<file path="src/rtl/ram_seq_ctrl.sv">
// Request sequencer for an array of ram1x4 words: valid/ready request in, one response out.
// Optional write read-back check is enabled by defining RAM_WRITE_VERIFY_EN.
module ram_seq_ctrl #(
    parameter int DEPTH = 4,
    parameter int AW    = 2,
    parameter int DW    = 4
) (
    input  logic             clk,
    input  logic             clear,
    input  logic             req_valid,
    output logic             req_ready,
    input  logic             req_wr,
    input  logic [AW-1:0]    req_addr,
    input  logic [DW-1:0]    req_data,
    output logic             rsp_valid,
    output logic [DW-1:0]    rsp_data,
    output logic             rsp_err,
    output logic [DEPTH-1:0] mem_sel,
    output logic             mem_rw,
    output logic             mem_we,
    output logic [DW-1:0]    mem_din,
    input  logic [DW-1:0]    mem_dout,
    output logic             mem_clr
);

    typedef enum logic [2:0] {
        S_INIT,
        S_IDLE,
        S_SETUP,
        S_STROBE,
        S_VERIFY,
        S_DONE
    } state_t;

    localparam logic [AW:0] DEPTH_L = (AW+1)'(DEPTH);

    state_t           r_state;
    logic             r_wr;
    logic [AW-1:0]    r_addr;
    logic [DW-1:0]    r_data;

    logic             r_req_ready;
    logic             r_rsp_valid;
    logic [DW-1:0]    r_rsp_data;
    logic             r_rsp_err;
    logic [DEPTH-1:0] r_mem_sel;
    logic             r_mem_rw;
    logic             r_mem_we;
    logic [DW-1:0]    r_mem_din;
    logic             r_mem_clr;

    state_t           w_next;
    logic             w_accept;
    logic             w_wr;
    logic [AW-1:0]    w_addr;
    logic [DW-1:0]    w_data;
    logic             w_in_range;
    logic [DEPTH-1:0] w_onehot;
    logic             w_req_ready;
    logic             w_rsp_valid;
    logic [DW-1:0]    w_rsp_data;
    logic             w_rsp_err;
    logic [DEPTH-1:0] w_mem_sel;
    logic             w_mem_rw;
    logic             w_mem_we;
    logic [DW-1:0]    w_mem_din;
    logic             w_mem_clr;

    // The accepting cycle uses the live request; later cycles use the latched copy.
    assign w_accept   = (r_state == S_IDLE) && req_valid;
    assign w_wr       = w_accept ? req_wr   : r_wr;
    assign w_addr     = w_accept ? req_addr : r_addr;
    assign w_data     = w_accept ? req_data : r_data;
    assign w_in_range = ({1'b0, w_addr} < DEPTH_L);
    assign w_onehot   = DEPTH'(1) << w_addr;

    always_comb begin
        w_next     = r_state;
        w_rsp_data = r_rsp_data;
        w_rsp_err  = r_rsp_err;
        case (r_state)
            S_INIT:   w_next = S_IDLE;
            S_IDLE: begin
                if (w_accept) begin
                    if (w_in_range) begin
                        w_next = S_SETUP;
                    end else begin
                        w_next     = S_DONE;
                        w_rsp_data = '0;
                        w_rsp_err  = 1'b1;
                    end
                end
            end
            S_SETUP:  w_next = S_STROBE;
            S_STROBE: begin
                w_next     = S_DONE;
                w_rsp_err  = 1'b0;
                w_rsp_data = r_wr ? '0 : mem_dout;
`ifdef RAM_WRITE_VERIFY_EN
                if (r_wr) begin
                    w_next = S_VERIFY;
                end
`endif
            end
            S_VERIFY: begin
                w_next     = S_DONE;
                w_rsp_err  = (mem_dout != r_data);
                w_rsp_data = (mem_dout != r_data) ? mem_dout : '0;
            end
            S_DONE:   w_next = S_IDLE;
            default:  w_next = S_INIT;
        endcase
    end

    // Outputs are decoded from the next state so that every port is a flop.
    always_comb begin
        w_req_ready = 1'b0;
        w_rsp_valid = 1'b0;
        w_mem_sel   = '0;
        w_mem_rw    = 1'b0;
        w_mem_we    = 1'b0;
        w_mem_din   = '0;
        w_mem_clr   = 1'b0;
        case (w_next)
            S_INIT:   w_mem_clr = 1'b1;
            S_IDLE:   w_req_ready = 1'b1;
            S_SETUP: begin
                w_mem_sel = w_onehot;
                w_mem_rw  = w_wr;
                w_mem_din = w_data;
            end
            S_STROBE: begin
                w_mem_sel = w_onehot;
                w_mem_rw  = w_wr;
                w_mem_din = w_data;
                w_mem_we  = w_wr;
            end
            S_VERIFY: begin
                w_mem_sel = w_onehot;
                w_mem_din = w_data;
            end
            S_DONE:   w_rsp_valid = 1'b1;
            default:  w_mem_clr = 1'b1;
        endcase
    end

    always_ff @(posedge clk) begin
        if (clear) begin
            r_state     <= S_INIT;
            r_req_ready <= 1'b0;
            r_rsp_valid <= 1'b0;
            r_rsp_data  <= '0;
            r_rsp_err   <= 1'b0;
            r_mem_sel   <= '0;
            r_mem_rw    <= 1'b0;
            r_mem_we    <= 1'b0;
            r_mem_din   <= '0;
            r_mem_clr   <= 1'b1;
        end else begin
            r_state     <= w_next;
            r_req_ready <= w_req_ready;
            r_rsp_valid <= w_rsp_valid;
            r_rsp_data  <= w_rsp_data;
            r_rsp_err   <= w_rsp_err;
            r_mem_sel   <= w_mem_sel;
            r_mem_rw    <= w_mem_rw;
            r_mem_we    <= w_mem_we;
            r_mem_din   <= w_mem_din;
            r_mem_clr   <= w_mem_clr;
        end
    end

    // Request latch is pure data and needs no reset.
    always_ff @(posedge clk) begin
        if (w_accept && !clear) begin
            r_wr   <= req_wr;
            r_addr <= req_addr;
            r_data <= req_data;
        end
    end

    assign req_ready = r_req_ready;
    assign rsp_valid = r_rsp_valid;
    assign rsp_data  = r_rsp_data;
    assign rsp_err   = r_rsp_err;
    assign mem_sel   = r_mem_sel;
    assign mem_rw    = r_mem_rw;
    assign mem_we    = r_mem_we;
    assign mem_din   = r_mem_din;
    assign mem_clr   = r_mem_clr;

endmodule

</file>
<file path="config.mk">
export PLATFORM = sky130hd
export DESIGN_NAME = ram_seq_ctrl
export DESIGN_NICKNAME = d
export VERILOG_FILES = /design/src/rtl/ram_seq_ctrl.sv
export SDC_FILE = /design/constraint.sdc
export NUM_CORES = 1
export LEC_CHECK = 0
export BUFFER_PORTS_ARGS = -buffer_cell sky130_fd_sc_hd__buf_2
export CORE_MARGIN = 1
export CORE_UTILIZATION = 50
export CTS_BUF_LIST = sky130_fd_sc_hd__clkbuf_8
export CTS_CLUSTER_SIZE = 8
export DETAILED_ROUTE_END_ITERATION = 6
export PLACE_DENSITY = 0.86
export SETUP_SLACK_MARGIN = 0.4
export SKIP_CTS_REPAIR_TIMING = 1
export SYNTH_ARGS = -nofsm -noshare
export SYNTH_HDL_FRONTEND = slang
export SYNTH_SLANG_ARGS = --single-unit
export TNS_END_PERCENT = 50
</file>
<file path="constraint.sdc">
create_clock -name clk -period 2 [get_ports clk]
set_clock_uncertainty 0.05 [all_clocks]
set_input_delay 0.4 -clock clk [delete_from_list [all_inputs] [get_ports clk]]
set_output_delay 0.4 -clock clk [all_outputs]
set_load 0.005 [all_outputs]
</file>
Yosys cells after proc, flatten, opt, wreduce, memory -nomap -nowiden
Index checks and enable logic that the tools add are counted.

cells by class
  reductions and logical operators = 13
  shift-type cells = 1
  bitwise logic cells = 3
  equal/unequal tests = 11
  muxes and demuxes = 12

operators by type and width
  cell                                                                count
  3-bit by 2-bit == test with 1-bit output (second input constant)    4
  3-bit == test (second input constant)                               4
  4-bit two-way mux                                                   3
  3-bit case mux with 4 select lines                                  1
  2-bit OR reduction                                                  6
  4-bit case mux with 2 select lines                                  1
  3-bit by 1-bit == test with 1-bit output (second input constant)    2
  5-bit OR reduction                                                  1
  1-bit two-way mux                                                   4
  4-bit != test                                                       1
  1-bit by 2-bit << shifter with 4-bit output (first input constant)  1
  3-bit zero test                                                     1
  3-bit two-way mux                                                   1
  1-bit NOT                                                           3
  3-bit OR reduction                                                  1
  1-bit logical AND                                                   2
  2-bit two-way mux                                                   1
  1-bit case mux with 2 select lines                                  1
  2-bit nonzero test                                                  1
  1-bit zero test                                                     1

storage, ports and cells
  bits of input ports = 14
  output and inout port bits = 18
  logic and storage cells = 53
  bits in registers = 28

Longest topological paths before layout
Gate-level depths: netlist of the first run.

  word-level depth = 8
  gate-level depth with buffers = 6
  gate-level depth less buffers = 4

Least setup slack after synthesis of the first run
Ideal clock, no wire load.

  path type = register to register
  start = register r_state[0]
  end = register r_addr[0], enable pin
  period minus slack after synthesis = 1.550 ns
  path slack = 0.450 ns
  arrival time = 1.140 ns
  required time = 1.590 ns
  stages on the path, launching flop included = 6
  buffers on the path = 2
  library setup time = 0.360 ns
  cells stage by stage = dfxtp_1 buf_6 nand3b_4 nand2b_1 buf_4 nor2_1

between the ends
  word-level cells in the longest chain between the ends = 3

ends and longest elaborated chain
  element                                   line  RTL
  from (decl)                               37    state_t r_state;
  from (signal assigned)                    160   r_state <= w_next;
  3-bit by 1-bit == test with 1-bit output  70    assign w_accept = (r_state == S_IDLE) && req_valid;
  1-bit logical AND                         70
  1-bit logical AND                         175   if (w_accept && !clear) begin
  to (signal assigned)                      177   r_addr <= req_addr;
  to (decl)                                 39    logic [AW-1:0] r_addr;

Every way passes these cells.
A chain may end at the register's enable or synchronous reset.

Worst setup path after layout of the first run
  start = register r_state[1]
  end = register r_mem_sel[0], in the netlist mem_sel[0]

between the ends
  word-level cells in the longest chain between the ends = 8
  elaborated cells between the ends (all ways) = 19
  classes of those cells = eq/ne: 8; shift: 1; mux: 3; bitwise: 1; reduce/logical: 6

ends and longest elaborated chain
  element                                                                    line    RTL
  3-bit by 1-bit == test with 1-bit output                                   70, 81
  1-bit logical AND                                                          70
  3-bit two-way mux                                                          84      if (w_accept) begin
  3-bit case mux with 4 select lines                                         81      case (r_state)
  3-bit == test or 3-bit by 2-bit == test with 1-bit output (tied branches)  124     case (w_next)
  3-bit OR reduction (no line)                                               --
  1-bit NOT (no line)                                                        --
  2-bit OR reduction (no line)                                               --
  to (signal assigned)                                                       165     r_mem_sel <= w_mem_sel;
  to (decl)                                                                  46      logic [DEPTH-1:0] r_mem_sel;

Parallel ways exist; a longest one is shown, timed or not.

==> out/summary.txt, run 1 <==
Outcome = completed
P_leak = 0.5741 nW
Row count = 16
Ys flop type = dfxtp_1
Yosys reg bits = 28
Post-synth net total = 110
TritonRoute pass-1 iters = 4
Initial antenna violation count = 0
Largest net degree at the start of global routing = 16
Skew-Pair Late Insertion Delay = 0.27 ns
Hold Path Stages = 1
Register area share after synthesis = 55.75%
Minimum clock period after layout = 1.483 ns
Vias per cell = 5.219
Reg2reg start = r_state[1]
Top-area cell type share of the netlist area = 37.17%
Worst path arrival time = 1.60 ns
Synth warnings = 0
CP required = 2.12 ns
N_diodes = 0
DR iter-0 viols = 13
Routed Antenna Nets = 0
CTS Buf Count = 3
Tightest Hold Check Type = in2reg
Fin. max-slew vios = 0
Fin nets = 143
First-pass GRT wire length = 3463 um
Hold path endpoint = r_data[0]
Endpoint class of the critical path = flip-flop
Peak supply drop = 0.5059 mV
DR WL/cell = 13.01 um
GRT overflow = 0
MaxCap Viol Count = 0
Slew @ Worst Pin = 0.5366 ns
Synth area leader = dfxtp_1
Reg2reg path depth = 4
Area grow syn2layout = 18.58%
Final Hold Vio Count = 0
Routed wire length = 2016 um
Most frequent cell after synthesis = dfxtp_1
Die area = 2456 sq um
Startpoint Class = flip-flop
CTS tree = yes
Worst-path fanout max = 9
Layout cells sized above 1 = 42.97%
Sink Count = 28
R2R Setup Slk = 0.52 ns
Final Setup Violations = 0
Capturing point of the worst reg2reg path = mem_sel[0]
Gpl congestion = 0.7525
HPWL Detailed = 1488 um
Total GRT Usage = 18.51%
Root Driver = clkbuf_8
Pwr/cell area = 763.2 nW/um^2
Post-synth EDFFs = 7
Total power = 1.024 mW
RSZ-0062 raised after global routing = false
H-tree levels = 1
Die width = 49.56 um
Crit path kind = reg2reg
Async set-reset flop share out of synthesis = 0%
Number of placed I/O pins = 32
Setup TNS = 0 ns
Top achievable clock speed = 674.5 MHz
IO Port Bufs = 31
Initial core utilization = 55.39%
Max incr delay on CP = 0.47 ns
Total vias in the final route = 809
Synth Instances = 96
Slew HR = 64.22%
Die height = 49.56 um
Core area = 2042 sq um
Vias in the first global route = 785
Mapped Area = 1131 sq um
Clock transition at path regs = 0.09 ns
Hold wc startpoint = req_data[0]
DRC violations left = 0
Top cells by count, synth = dfxtp_1, nand2_1, a21oi_2
Synth Area per Inst = 11.78 sq um
Fin crit share = 74.13%
Top cells by area, synth = dfxtp_1, edfxtp_1, a21oi_2, nand2_1, a22o_1
Count of different cell masters after synthesis = 32
Slowest cell on crit path = a211o_1
Clock Path Buffers = 2
CP Cell Sequence = nand3b_4 -> a211o_1 -> clkinv_4 -> o21a_1
==> kinds of logic after synthesis <==
family | count (synthesis) | share of synthesized area [%]
buffers and inverters | 8 | 4.867
AND/OR/NAND/NOR | 35 | 20.35
XOR/XNOR | 4 | 3.097
AO/OA/AOI/OAI | 21 | 15.93
flip-flops | 28 | 55.75
==> layer usage <==
metal,GRT usage [%],share of wire (%),wire [um]
met3,4.012,5.6,112
met4,7.143,1.8,37
met2,30.18,47,957
met5,0,0,0
met1,23.77,45,908
==> critical path, delay by kind of cell (launching register included) <==
| family | cells | cell delay (ns) |
|---|---|---|
| AOI/OAI and AO/OA | 2 | 0.59 |
| DFF | 1 | 0.46 |
| and+or+nand+nor | 1 | 0.20 |
| buffers and inverters | 1 | 0.08 |
==> placed cells by master (no fill, tap or decap), drive strengths merged, types with 2 or more instances in the layout <==
cell,synthesis,layout
edfxtp,7,7
buf,4,32
inv,3,3
xor2,4,4
nand3,3,3
nand2b,3,3
dfxtp,21,21
nand3b,5,5
a22o,4,4
clkbuf,0,3
nand2,11,11
nor3,3,3
a21oi,10,10
nor2,5,5
clkinv,1,2
==> worst max path at each step <==
stage,start,end,slack (ns)
6_report,r_state[1],mem_sel[0],0.52
4_1_cts,r_state[0],r_data[0],0.36
3_5_place_dp,r_state[0],r_data[0],0.37
3_3_place_gp,r_state[0],r_data[0],0.44
2_1_floorplan,r_state[0],r_addr[0],0.45
5_1_grt,r_state[1],mem_sel[0],0.42
==> flip-flops by register name, summed over array words and instances, names as in the netlist <==
signal	count
mem_clr	1
mem_din	4
mem_rw	1
mem_sel	4
mem_we	1
r_addr	2
r_data	4
r_state	3
r_wr	1
req_ready	1
rsp_data	4
rsp_err	1
rsp_valid	1
==> through the flow <==
stage               hold slack, ns  area, sq um  cells  utilization [%]  setup WS, ns
CTS                         0.2584         1338    155            65.50        0.3568
detailed placement          0.4093         1292    151            63.30        0.3711
global placement            0.4061         1292    151            63.30        0.4360
floorplan                   0.4244         1131     96                -        0.4503
global route                0.2553         1341    155            65.69        0.4247
finish                      0.2640         1341    155            65.69        0.5173
==> power by group <==
part / switching (mW) / total (mW) / internal, mW
logic: 0.0614 / 0.110 / 0.0490
registers: 0.0156 / 0.617 / 0.601
clock network: 0.159 / 0.297 / 0.138
==> cell type report <==
type | instances | area, sq um
fillers | 178 | 700.7
flip-flops and latches | 28 | 631.9
multi-input cells | 60 | 447.9
repair buffers | 32 | 162.7
clock buffers | 3 | 41.29
well taps | 27 | 33.78
inverters | 4 | 20.02
clock inverters | 1 | 3.754
Power figures use the tool's default switching activity.
==> run 2, diff against run 1 <==
ABC_AREA = 1   (was unset)
PLACE_DENSITY = 0.87   (was 0.86)
clock period = 1.5 ns   (was 2 ns; I/O delays follow)
==> run 2 against run 1 <==
Compared with the run above:
- setup slack got worse by 0.28 ns
- global-route usage down 0.53 points
- final cell count grew 25%
==> out/summary.txt, run 2 <==
Outcome = completed (unchanged)
CTS Buf Count = 3 (unchanged)
Die width = 48.63 um (was 49.56 um)
Top cells by count, synth = nand2_1, dfxtp_1, inv_1, nor2_1, edfxtp_1 (was dfxtp_1, nand2_1, a21oi_2)
Post-synth net total = 141 (was 110)
CP Cell Sequence = inv_4 -> nand2_4 -> nor2_8 -> inv_6 -> nor2_4 (was nand3b_4 -> a211o_1 -> clkinv_4 -> o21a_1)
DR iter-0 viols = 27 (was 13)
Clock Path Buffers = 2 (unchanged)
Core area = 2002 sq um (was 2042 sq um)
Mapped Area = 1087 sq um (was 1131 sq um)
Skew-Pair Late Insertion Delay = 0.26 ns (was 0.27 ns)
Vias in the first global route = 820 (was 785)
Placed Instances = 185 (was 151)
Slowest cell on crit path = dfxtp_4 (was a211o_1)
RSZ-0062 raised after global routing = true (was false)
Sequential Area = 636.9 sq um (was 631.9 sq um)
Worst-path fanout max = 7 (was 9)
Setup TNS = 0 ns (unchanged)
Fin crit share = 84.27% (was 74.13%)
DR top layer = met4 (unchanged)
Largest delay share family, worst path = simple AND/OR/NAND/NOR gates (was compound AO/OA/AOI/OAI gates)
Yosys reg bits = 28 (unchanged)
Synth area leader = dfxtp_1 (unchanged)
Final Non-Filler Cells = 194 (was 155)
Max incr delay on CP = 0.37 ns (was 0.47 ns)
P_leak = 0.7505 nW (was 0.5741 nW)
Total GRT Usage = 17.98% (was 18.51%)
Gpl congestion = 0.7730 (was 0.7525)
Gate power share = 12.2% (was 10.8%)
IO Port Bufs = 31 (unchanged)
Row count = 16 (unchanged)
Most frequent cell after synthesis = nand2_1 (was dfxtp_1)
Slew @ Worst Pin = 0.3306 ns (was 0.5366 ns)
Synth Area per Inst = 8.561 sq um (was 11.78 sq um)
Tightest Hold Check Type = in2reg (unchanged)
Fill cells = 166 (was 178)
Largest net degree at the start of global routing = 16 (unchanged)
Endpoint class of the critical path = flip-flop (unchanged)
Footprint of the multi-input gates = 420.4 sq um (was 447.9 sq um)
Crit path kind = reg2reg (unchanged)
Die area = 2365 sq um (was 2456 sq um)
DR WL/cell = 10.51 um (was 13.01 um)
Register area share after synthesis = 58.00% (was 55.75%)
CTS tree = yes (unchanged)
Vias per cell = 4.572 (was 5.219)
Number of placed I/O pins = 32 (unchanged)
MaxCap Viol Count = 0 (unchanged)
Synth warnings = 0 (unchanged)
Count of different cell masters after synthesis = 17 (was 32)
N_diodes = 0 (unchanged)
Internal Dissipation = 1.050 mW (was 0.7876 mW)
Final Hold Vio Count = 0 (unchanged)
Top cells by area, synth = dfxtp_1, edfxtp_1, nand2_1, inv_1, nor2_1 (was dfxtp_1, edfxtp_1, a21oi_2, nand2_1, a22o_1)
H-tree levels = 1 (unchanged)
Startpoint Class = flip-flop (unchanged)
Met1 Wirelength = 877 um (was 908 um)
HPWL Detailed = 1472 um (was 1488 um)
Pwr/cell area = 974.8 nW/um^2 (was 763.2 nW/um^2)
Minimum clock period after layout = 1.264 ns (was 1.483 ns)
Clock Power Share = 28.7% (was 29.0%)
Total power = 1.372 mW (was 1.024 mW)
WL met3 = 93 um (was 112 um)
Peak supply drop = 0.7100 mV (was 0.5059 mV)
Sink Count = 28 (unchanged)
Die height = 48.63 um (was 49.56 um)
Final Setup Violations = 0 (unchanged)
Commonest non-fill, non-tap cell in the layout = nand2_1 (was buf_2)
Layout cells sized above 1 = 38.92% (was 42.97%)
Cell area after layout = 1408 sq um (was 1341 sq um)
Post-synth EDFFs = 7 (unchanged)
Routed wire length = 2039 um (was 2016 um)
Total vias in the final route = 887 (was 809)
Fin. max-slew vios = 0 (unchanged)
Fin nets = 182 (was 143)
Initial antenna violation count = 0 (unchanged)
GRT overflow = 0 (unchanged)
DRC violations left = 0 (unchanged)
Top-area cell type share of the netlist area = 38.67% (was 37.17%)
Met2 wire len = 1065 um (was 957 um)
Async set-reset flop share out of synthesis = 0% (unchanged)
Reg power frac = 59.2% (was 60.2%)
P_sw = 0.3225 mW (was 0.2361 mW)
Top achievable clock speed = 791.1 MHz (was 674.5 MHz)
Placed cell area = 1292 sq um (unchanged)
Ys flop type = dfxtp_1 (unchanged)
Root Driver = clkbuf_8 (unchanged)
Commonest cells after routing, fill and taps aside = nand2_1, buf_2, dfxtp_1 (was buf_2, dfxtp_1, nand2_1)
Worst path buffer plus inverter count = 2 (was 1)
Synth Instances = 127 (was 96)
TritonRoute pass-1 iters = 4 (unchanged)
Routed Antenna Nets = 0 (unchanged)
Initial core utilization = 54.31% (was 55.39%)
Slew HR = 77.79% (was 64.22%)
Switching Fraction = 23.50% (was 23.07%)
Clock transition at path regs = 0.09 ns (about the same)
First-pass GRT wire length = 3305 um (was 3463 um)
Area grow syn2layout = 29.46% (was 18.58%)
CP required = 1.41 ns (was 2.12 ns)
Worst path arrival time = 1.18 ns (was 1.60 ns)
-- run 2: cell types whose count changed in the layout (fill, tap and decap cells not counted), sizes merged, moves of 5 or more --
cell	delta
nand3b	-5
nor2	+13
a21oi	-6
nand2	+38
inv	+17
-- run 2: metrics by stage --
step / hold slack (ns) / util, % / worst slack (ns)
finish: 0.1728 / 70.31 / 0.2359
global route: 0.1537 / 70.31 / 0.1246
CTS: 0.1668 / 66.81 / 0.1542
detailed placement: 0.3872 / 64.56 / 0.1653
global placement: 0.3821 / 64.56 / 0.2100
floorplan: 0.3238 / - / 0.2822
-- run 2: cell families after synthesis --
| family | share of synthesized area, % |
|---|---|
| simple gates | 30.50 |
| compound gates | 4.948 |
| flops | 58.00 |
| buf+inv | 6.558 |
-- run 2: final cells by class --
class	instances	share of cell area [%]
flip-flops and latches	28	45.24
multi-input cells	80	29.87
repair buffers	36	13.69
inverters	19	5.600
clock buffers	3	2.933
well taps	27	2.400
clock inverters	1	0.2667
-- run 2: layer usage --
layer  vias to the layer above  global-route usage (%)
li1                        466                       -
met1                       389                   21.00
met2                        30                   31.94
met3                         2                   4.088
met4                         0                   6.373
met5                         -                       0
-- run 2: worst paths after layout --
kind,from,end,slack (ns),cells after the start
worst max-delay path,r_state[2],r_addr[1],0.24,5
worst min-delay path,req_data[3],r_data[3],0.17,1
worst max register to register,r_state[2],r_addr[1],0.24,5
worst min register to register,rsp_data[1],rsp_data[1],0.40,2
-- run 2: power groups by stage --
stage               Sequential, mW  Clock [mW]  Combinational, mW
floorplan                    0.831           0             0.0900
global placement             0.828           0              0.142
detailed placement           0.829           0              0.148
CTS                          0.812       0.406              0.149
global route                 0.816       0.439              0.184
finish                       0.812       0.393              0.167
==> run 3, diff against run 2 <==
CORE_UTILIZATION = 47   (was 50)
PLACE_DENSITY = 0.86   (was 0.87)
clock period = 1 ns   (was 1.5 ns; I/O delays follow)
==> run 3 against run 2 <==
Compared with the run above:
- final cell count increased by 7.2%
- total power increased by 58%
- via count increased by 14%
- the flow now finishes with violations (setup timing)
- clock-buffer cell count unchanged
- highest routed layer unchanged
- critical endpoint is now mem_sel[0]
- clock power increased by 57%
- sequential power increased by 50%
==> out/summary.txt, run 3 (same netlist as run 2, synthesis figures left out) <==
Die width = 50.10 um (was 48.63 um)
Setup TNS = -5.198 ns (was 0 ns)
Crit path kind = reg2reg (unchanged)
Pwr/cell area = 1368 nW/um^2 (was 974.8 nW/um^2)
Initial antenna violation count = 0 (unchanged)
Row count = 17 (was 16)
Gpl congestion = 0.8458 (was 0.7730)
Failing checks = setup timing
P_sw = 0.5496 mW (was 0.3225 mW)
Die area = 2510 sq um (was 2365 sq um)
Skew-Pair Late Insertion Delay = 0.27 ns (was 0.26 ns)
Commonest non-fill, non-tap cell in the layout = nand2_1 (unchanged)
N_diodes = 0 (unchanged)
Fin. max-slew vios = 0 (unchanged)
Worst-path fanout max = 6 (was 7)
Crit path from = r_state[1] (was r_state[2])
Clock Power Share = 28.4% (was 28.7%)
Die height = 50.10 um (was 48.63 um)
Tightest Hold Check Type = in2reg (unchanged)
P_leak = 0.8346 nW (was 0.7505 nW)
TritonRoute pass-1 iters = 4 (unchanged)
Fin nets = 195 (was 182)
Core area = 2191 sq um (was 2002 sq um)
Top Usage Layer GRT = met2 (unchanged)
Root Driver = clkbuf_8 (unchanged)
Routed Antenna Nets = 0 (unchanged)
CP Cell Sequence = inv_4 -> nand2_4 -> nor2_8 -> inv_6 -> buf_4 -> o21ai_4 -> inv_2 -> nor2_1 (was inv_4 -> nand2_4 -> nor2_8 -> inv_6 -> nor2_4)
Worst path arrival time = 1.43 ns (was 1.18 ns)
R2R Setup Slk = -0.26 ns (was 0.24 ns)
Top achievable clock speed = 794.2 MHz (was 791.1 MHz)
CTS tree = yes (unchanged)
CTS Buf Count = 3 (unchanged)
H-tree levels = 1 (unchanged)
DR WL/cell = 13.49 um (was 10.51 um)
Clock transition at path regs = 0.09 ns (about the same)
Crit path capture = mem_sel[0] (was r_addr[1])
Max incr delay on CP = 0.35 ns (was 0.37 ns)
Routing usage on met2 = 40.22% (was 31.94%)
Gate power share = 15.2% (was 12.2%)
Final worst setup slack = -0.2591 ns (was 0.2359 ns)
Number of placed I/O pins = 32 (unchanged)
Routed wire length = 2805 um (was 2039 um)
Layout cells sized above 1 = 48.89% (was 38.92%)
GRT overflow = 0 (unchanged)
Startpoint Class = flip-flop (unchanged)
Area grow syn2layout = 45.57% (was 29.46%)
RSZ-0062 raised after global routing = true (unchanged)
MaxCap Viol Count = 0 (unchanged)
Slowest cell on crit path = dfxtp_2 (was dfxtp_4)
Met1 Resource Use GR = 25.78% (was 21.00%)
Final Hold Vio Count = 0 (unchanged)
M3 GR Usage = 3.395% (was 4.088%)
DRC violations left = 0 (unchanged)
Fin crit share = 125.9% (was 84.27%)
Commonest cells after routing, fill and taps aside = nand2_1, buf_2, buf_4 (was nand2_1, buf_2, dfxtp_1)
Total vias in the final route = 1011 (was 887)
Reg power frac = 56.4% (was 59.2%)
Initial core utilization = 49.63% (was 54.31%)
HPWL Detailed = 1821 um (was 1472 um)
Sink Count = 28 (unchanged)
Endpoint class of the critical path = flip-flop (unchanged)
Clock Path Buffers = 2 (unchanged)
IO Port Bufs = 31 (unchanged)
Final Setup Violations = 25 (was 0)
First-pass GRT wire length = 4105 um (was 3305 um)
Largest net degree at the start of global routing = 16 (unchanged)
Capturing point of the worst reg2reg path = mem_sel[0] (was r_addr[1])
Reg2reg start = r_state[1] (was r_state[2])
Slew HR = 82.95% (was 77.79%)
CP required = 1.17 ns (was 1.41 ns)
Fill cells = 162 (was 166)
Vias in the first global route = 931 (was 820)
Reg2reg path depth = 8 (was 5)
Internal Dissipation = 1.616 mW (was 1.050 mW)
Minimum clock period after layout = 1.259 ns (was 1.264 ns)
Slew @ Worst Pin = 0.2543 ns (was 0.3306 ns)
Peak supply drop = 0.9345 mV (was 0.7100 mV)
Outcome = complete, but fails checks (was completed)
Final hold slack = 0.06648 ns (was 0.1728 ns)
Total GRT Usage = 22.56% (was 17.98%)
Vias per cell = 4.861 (was 4.572)
Switching Fraction = 25.38% (was 23.50%)
DR iter-0 viols = 40 (was 27)
## run 3: per-stage QoR
step / total power [mW] / area, sq um / utilization [%] / setup slack [ns] / cells
after floorplan: 1.381 / 1104 / - / -0.2178 / 127
after global placement: 1.497 / 1396 / 63.74 / -0.2124 / 198
after detailed placement: 1.514 / 1396 / 63.74 / -0.2702 / 198
after CTS: 2.106 / 1441 / 65.79 / -0.2923 / 202
after global routing: 2.227 / 1583 / 72.24 / -0.3204 / 208
final: 2.165 / 1583 / 72.24 / -0.2591 / 208
## run 3: layout make-up
class                   count  area [sq um]  share of cell area [%]
repair buffers             49         302.8                   19.13
well taps                  28         35.03                   2.213
flip-flops and latches     28         643.1                   40.63
inverters                  19         81.33                   5.138
clock buffers               3         41.29                   2.609
clock inverters             1         3.754                  0.2372
multi-input cells          80         475.5                   30.04
## run 3: critical path: cells and delay by family, from the launching register on
| family | cells | cell delay, ns |
|---|---|---|
| AOI/OAI and AO/OA | 1 | 0.15 |
| buffers and inverters | 4 | 0.33 |
| DFF | 1 | 0.35 |
| and+or+nand+nor | 3 | 0.32 |
## run 3: routing by layer
metal | up-vias | wire [um]
met1 | 467 | 1053
met2 | 45 | 1547
met5 | - | 0
li1 | 490 | -
met3 | 9 | 120
met4 | 0 | 84
## run 3: power by group through the flow
stage	Clock (mW)	Combinational (mW)	Sequential, mW
5_1_grt	0.648	0.353	1.23
2_1_floorplan	0	0.135	1.25
3_5_place_dp	0	0.269	1.25
4_1_cts	0.615	0.272	1.22
6_report	0.616	0.328	1.22
3_3_place_gp	0	0.255	1.24
## run 3: worst min-delay path by stage
stage,from,to,cells past startpoint
detailed placement,req_addr[1],r_addr[1],1
global route,req_data[2],r_data[2],1
global placement,req_wr,r_wr,1
floorplan,clear,r_state[1],1
CTS,req_addr[1],r_addr[1],1
finish,req_addr[1],r_addr[1],1
